<file path="config.mk">
export PLATFORM = sky130hd
export DESIGN_NAME = pc_gen
export DESIGN_NICKNAME = d
export VERILOG_FILES = /design/src/rtl/rv_pkg.sv /design/src/rtl/pc_sel_prio.sv /design/src/rtl/pc_gen.sv
export SDC_FILE = /design/constraint.sdc
export NUM_CORES = 1
export LEC_CHECK = 0
export CORE_MARGIN = 10
export CORE_UTILIZATION = 46
export DETAILED_ROUTE_END_ITERATION = 7
export GPL_TIMING_DRIVEN = 0
export PLACE_DENSITY = 0.91
export SLEW_MARGIN = 20
export SYNTH_ARGS = -nofsm -noshare
export SYNTH_HDL_FRONTEND = slang
export SYNTH_SLANG_ARGS = --single-unit
</file>
<file path="constraint.sdc">
create_clock -name clk -period 3.4 [get_ports clk]
set_input_delay 0.34 -clock clk [delete_from_list [all_inputs] [get_ports clk]]
set_output_delay 0.34 -clock clk [all_outputs]
set_load 0.005 [all_outputs]
</file>
<file path="src/rtl/rv_pkg.sv">
// Shared RISC-V core definitions: default widths and vectors, PC source
// encoding and the PC generator state machine states.
package rv_pkg;

  localparam int          XLEN_DEFAULT         = 32;
  localparam logic [31:0] RESET_VECTOR_DEFAULT = 32'h0000_0000;
  localparam logic [31:0] TRAP_VECTOR_DEFAULT  = 32'h0000_0100;

  typedef enum logic [2:0] {
    SRC_SEQ,
    SRC_BR,
    SRC_JAL,
    SRC_JALR,
    SRC_MRET,
    SRC_TRAP
  } pc_src_e;

  typedef enum logic {
    ST_RUN,
    ST_HOLD
  } pc_state_e;

endpackage

</file>
<file path="src/rtl/pc_sel_prio.sv">
// Next-PC priority select: picks the highest-priority redirect target and
// flags non-trap targets whose low ALIGN_BITS are not zero.
module pc_sel_prio
  import rv_pkg::*;
#(
  parameter int              XLEN        = XLEN_DEFAULT,
  parameter int              ALIGN_BITS  = 2,
  parameter logic [XLEN-1:0] TRAP_VECTOR = TRAP_VECTOR_DEFAULT
) (
  input  logic [XLEN-1:0] seq_pc,
  input  logic            br_taken,
  input  logic [XLEN-1:0] br_target,
  input  logic            jal_en,
  input  logic [XLEN-1:0] jal_target,
  input  logic            jalr_en,
  input  logic [XLEN-1:0] jalr_target,
  input  logic            trap_req,
  input  logic            mret_en,
  input  logic [XLEN-1:0] mepc,
  output logic [XLEN-1:0] tgt,
  output pc_src_e         src,
  output logic            mis
);

  always_comb begin
    tgt = seq_pc;
    src = SRC_SEQ;
    if (trap_req) begin
      tgt = TRAP_VECTOR;
      src = SRC_TRAP;
    end else if (mret_en) begin
      tgt = mepc;
      src = SRC_MRET;
    end else if (jalr_en) begin
      tgt = {jalr_target[XLEN-1:1], 1'b0};
      src = SRC_JALR;
    end else if (jal_en) begin
      tgt = jal_target;
      src = SRC_JAL;
    end else if (br_taken) begin
      tgt = br_target;
      src = SRC_BR;
    end
    // Sequential fetch and the trap vector are trusted, so only real redirects are checked.
    mis = (src != SRC_SEQ) && (src != SRC_TRAP) && (tgt[ALIGN_BITS-1:0] != '0);
  end

endmodule

</file>
<file path="src/rtl/pc_gen.sv">
// PC register with stall hold, redirect capture while stalled and
// misaligned-target trapping for the single-cycle RISC-V core.
module pc_gen
  import rv_pkg::*;
#(
  parameter int              XLEN         = XLEN_DEFAULT,
  parameter logic [XLEN-1:0] RESET_VECTOR = RESET_VECTOR_DEFAULT,
  parameter logic [XLEN-1:0] TRAP_VECTOR  = TRAP_VECTOR_DEFAULT,
  parameter int              ALIGN_BITS   = 2
) (
  input  logic            clk,
  input  logic            rst,
  input  logic            stall,
  input  logic            br_taken,
  input  logic [XLEN-1:0] br_target,
  input  logic            jal_en,
  input  logic [XLEN-1:0] jal_target,
  input  logic            jalr_en,
  input  logic [XLEN-1:0] jalr_target,
  input  logic            trap_req,
  input  logic            mret_en,
  input  logic [XLEN-1:0] mepc,
  output logic [XLEN-1:0] pc,
  output logic [XLEN-1:0] pc_plus4,
  output logic            misalign,
  output logic [XLEN-1:0] bad_addr,
  output logic            pending
);

  pc_state_e       state, state_n;
  logic [XLEN-1:0] pc_n, bad_addr_n;
  logic [XLEN-1:0] hold_pc, hold_pc_n;
  logic            hold_trap, hold_trap_n;
  logic            hold_mis, hold_mis_n;
  logic            misalign_n;
  logic [XLEN-1:0] tgt;
  pc_src_e         src;
  logic            mis;
  logic            redir;

  assign pc_plus4 = pc + XLEN'(4);
  assign redir    = (src != SRC_SEQ);
  assign pending  = (state == ST_HOLD);

  pc_sel_prio #(
    .XLEN        (XLEN),
    .ALIGN_BITS  (ALIGN_BITS),
    .TRAP_VECTOR (TRAP_VECTOR)
  ) u_sel (
    .seq_pc      (pc_plus4),
    .br_taken    (br_taken),
    .br_target   (br_target),
    .jal_en      (jal_en),
    .jal_target  (jal_target),
    .jalr_en     (jalr_en),
    .jalr_target (jalr_target),
    .trap_req    (trap_req),
    .mret_en     (mret_en),
    .mepc        (mepc),
    .tgt         (tgt),
    .src         (src),
    .mis         (mis)
  );

  always_ff @(posedge clk or posedge rst) begin
    if (rst) begin
      state     <= ST_RUN;
      pc        <= RESET_VECTOR;
      bad_addr  <= '0;
      misalign  <= 1'b0;
      hold_pc   <= '0;
      hold_trap <= 1'b0;
      hold_mis  <= 1'b0;
    end else begin
      state     <= state_n;
      pc        <= pc_n;
      bad_addr  <= bad_addr_n;
      misalign  <= misalign_n;
      hold_pc   <= hold_pc_n;
      hold_trap <= hold_trap_n;
      hold_mis  <= hold_mis_n;
    end
  end

  always_comb begin
    state_n     = state;
    pc_n        = pc;
    bad_addr_n  = bad_addr;
    misalign_n  = 1'b0;
    hold_pc_n   = hold_pc;
    hold_trap_n = hold_trap;
    hold_mis_n  = hold_mis;
    case (state)
      ST_RUN: begin
        if (!stall) begin
          pc_n = mis ? TRAP_VECTOR : tgt;
          if (mis) begin
            misalign_n = 1'b1;
            bad_addr_n = tgt;
          end
        end else if (redir) begin
          hold_pc_n   = tgt;
          hold_trap_n = (src == SRC_TRAP) || mis;
          hold_mis_n  = mis;
          state_n     = ST_HOLD;
        end
      end
      ST_HOLD: begin
        // The first capture wins; only a trap may replace it while stalled.
        if (stall) begin
          if (trap_req) begin
            hold_pc_n   = TRAP_VECTOR;
            hold_trap_n = 1'b1;
            hold_mis_n  = 1'b0;
          end
        end else begin
          pc_n       = hold_trap ? TRAP_VECTOR : hold_pc;
          misalign_n = hold_mis;
          if (hold_mis) begin
            bad_addr_n = hold_pc;
          end
          state_n = ST_RUN;
        end
      end
      default: state_n = ST_RUN;
    endcase
  end

endmodule

</file>
==> results.cfg <==
[run_status]
status = finished, final reports clean

[yosys]
postSynth.asyncResetShare_pct = 100
syn_avg_cell_area_um2 = 8.49
synth-seq-cells = 100
synth_top_cell_area_share_pct = 39.1
yosys.cell_count.top_type = sky130_fd_sc_hd__dfrtp_1
synth.cell_area_mm2 = 0.00639
synth_cells = 753
synth.yosys.warnings = 0
synth-edff-count = 0
synth.distinct_cells = 67
synth_top_cells_by_count = sky130_fd_sc_hd__dfrtp_1 (100), sky130_fd_sc_hd__a21oi_1 (70), sky130_fd_sc_hd__nand2_1 (60)
netlist.top_cell.by_area = sky130_fd_sc_hd__dfrtp_1
yosysSeqAreaShare_pct = 39.1
netlist_top_cells_area = sky130_fd_sc_hd__dfrtp_1 (39%), sky130_fd_sc_hd__a21oi_1 (5.5%), sky130_fd_sc_hd__o21ai_0 (3.8%)
mappedNetlistNets = 890
synth_ff_type = sky130_fd_sc_hd__dfrtp_1

[finish]
layout-area-overhead-vs-synth_pct = 45.9
drive_above_1_share_pct = 5.89
antennaDiodeCount = 0
final_nets = 1135
final_cell_count_no_fill = 1182
final_cell_area_mm2 = 0.00933

[setup_path]
timing.critical_path.arrival_ns = 2.98
capturing_point_of_the_worst_reg2reg_path = bad_addr[6]
series_of_cell_instances_along_the_critical_path = ha_4 > nand2_1 > or4_1 > buf_2 > nor4_2 > xor2_1 > clkdlybuf4s50_1
timing.critical_path.slowest_cell_delay_ns = 0.55
r2r_cells = 9
cp-end-kind = primary output
critical_path.max_fanout = 7
worst_r2r_startpoint = pending
worstSetupPathType = flop to primary output
required_time_of_the_worst_setup_path_ns = 3.06
crit_slowest_cell = sky130_fd_sc_hd__clkdlybuf4s50_1
crit_path_start = pc[2]
timing.reg2reg.setup_slack_ns = 0.28
critPathLaunchType = flop

[floorplanning]
io-pin-count = 234
die_height_um = 138
die-width_um = 138
core_region_area_mm2 = 0.0138
initial_utilization_pct = 46.4
die-area_mm2 = 0.0190
number_of_cell_rows = 43

[grt]
number_of_antenna_violations_at_the_first_check_in_global_routing = 0
track_usage_pct = 30.7
grt_pass1_vias = 7555
gr-total-overflow = 0
grt_pass1_wl_um = 44900
grt_max_degree = 66

[sta]
final.setup_skew_ns = 0.00676
setup_total_negative_slack_ns = 0
period_share_pct = 97.6
timing.final.hold_violations = 0
setup_viol = 0
fin_crit_ns = 3.32
pins_over_their_slew_limit = 0
timing.slew.headroom_pct = 23.3
worstMarginPinSlew_ns = 1.14
timing.fmax_mhz = 301

[power]
clock_power_share_pct = 26.2
cellPowerDensity_mw_per_mm2 = 414
sequential_power_share_pct = 40.0
p_int_mw = 2.65
vdd_ir_drop_max_v = 0.000406
p_leak_nw = 3.71
total_switching_power_mw = 1.21
power.switching_fraction_pct = 31.4
combPwrFrac_pct = 33.8

[place]
gp_congestion = 1.02
post-dp-hpwl_um = 23700
place.detailed.instances = 1164
dpl-instance-area_mm2 = 0.00895
port_buffers = 230

[clocking]
clock_sinks = 100
number_of_hold_repair_buffers_added_at_the_cts_stage = 0
cts_tree = done
h_tree_lvl_count = 3
worst_skew_pair_later_pin_latency_ns = 0.35
ctsLongestPathBuffers = 2
cts_made_buffers = 9
clock_pin_transition_on_the_worst_setup_and_hold_timing_paths_ns = 0.06
cts-root-buf = sky130_fd_sc_hd__clkbuf_16

[detailed_routing]
detailroute.via_count = 7820
detail_route.wl_per_cell_um = 25.9
drcViolationCount = 0
totalWireLength_um = 30600
drt_first_pass_iters = 6
routed_via_density = 6.62
drtAntennaViolNets = 0
first_iter_violations = 1116

[flow_run]
timing.max_cap.violations = 0

[hold_path]
type_of_the_worst_min_delay_path = input pin to async pin
==> layout make-up <==
type,count,area (µm²)
Buffer,60,248
Clock buffer,12,236
Clock inverter,3,47.5
Fill cell,1151,4450
Inverter,29,114
Multi-Input combinational cell,564,3600
Sequential cell,100,2510
Tap cell,180,225
Timing Repair Buffer,234,2350
==> worst max-delay path, delay by kind of cell (launching register included) <==
family / cells / cell delay, ns
xor gates and xnor gates: 1 / 0.24
and+or+nand+nor: 3 / 0.98
DFF: 1 / 0.44
adders and majority gates: 1 / 0.20
buffers and inverters: 2 / 0.75
==> state kept, by name, indices dropped and copies added (netlist names) <==
register and count:
hold_trap 1, misalign 1, hold_mis 1, bad_addr 32, pc 32, hold_pc 32
pending 1
==> per-stage QoR <==
step	util [%]	setup slack [ns]	hold slack [ns]	total power [mW]
floorplan	-	0.441	0.450	2.03
global placement	64.8	-1.03	0.472	2.80
detailed placement	65.0	-0.195	0.483	2.83
CTS	67.2	-0.0229	0.365	3.83
global route	67.7	-0.0338	0.393	4.01
finish	67.7	0.0830	0.351	3.86
==> worst max-delay path by stage <==
stage / end / slack [ns]
2_1_floorplan: bad_addr[0] / 0.44
3_3_place_gp: bad_addr[3] / -1.03
3_5_place_dp: bad_addr[24] / -0.20
4_1_cts: pc_plus4[26] / -0.02
5_1_grt: pc_plus4[26] / -0.03
6_report: pc_plus4[26] / 0.08
==> cells in the final DEF (no fill, tap or decap), types with 13 or more instances in the layout <==
| master | synthesis | layout |
|---|---|---|
| sky130_fd_sc_hd__clkdlybuf4s50_1 | 0 | 229 |
| sky130_fd_sc_hd__a221oi_1 | 25 | 24 |
| sky130_fd_sc_hd__nor3_1 | 17 | 17 |
| sky130_fd_sc_hd__nand3_1 | 29 | 29 |
| sky130_fd_sc_hd__nor2_1 | 50 | 49 |
| sky130_fd_sc_hd__a21oi_1 | 70 | 70 |
| sky130_fd_sc_hd__o21ai_0 | 49 | 48 |
| sky130_fd_sc_hd__clkbuf_1 | 46 | 47 |
| sky130_fd_sc_hd__nand2b_1 | 15 | 15 |
| sky130_fd_sc_hd__a22oi_1 | 18 | 18 |
| sky130_fd_sc_hd__inv_1 | 26 | 25 |
| sky130_fd_sc_hd__nand2_1 | 60 | 59 |
| sky130_fd_sc_hd__a22o_1 | 18 | 18 |
| sky130_fd_sc_hd__xnor2_1 | 13 | 13 |
| sky130_fd_sc_hd__o21a_1 | 25 | 25 |
| sky130_fd_sc_hd__dfrtp_1 | 100 | 97 |
==> logic make-up after synthesis <==
logic type | count (synthesis) | share of synthesized area (%)
AOI/OAI and AO/OA | 300 | 32.1
and+or+nand+nor | 229 | 18.2
buffers and inverters | 89 | 5.44
xor gates and xnor gates | 23 | 3.15
muxes | 11 | 1.82
DFF | 100 | 39.1
adders and majority gates | 1 | 0.196
==> layer usage <==
layer	vias to the layer above	routed length, µm	track usage [%]
li1	3324	-	-
met1	3819	11500	39.1
met2	590	14000	48.0
met3	87	3870	7.79
met4	0	1250	14.0
met5	-	0	0
==> what timing repair did <==
action                                  CTS  global route
resized for setup                         6            16
endpoints found under the setup margin    7            15
buffers inserted                          0             3
==> power by group through the flow <==
stage	sequential, mW	clock, mW	combinational [mW]
2_1_floorplan	1.54	0	0.492
3_3_place_gp	1.55	0	1.25
3_5_place_dp	1.56	0	1.27
4_1_cts	1.54	1.01	1.28
5_1_grt	1.57	1.05	1.39
6_report	1.55	1.01	1.31
No activity file was read; power rests on OpenSTA's default activity.
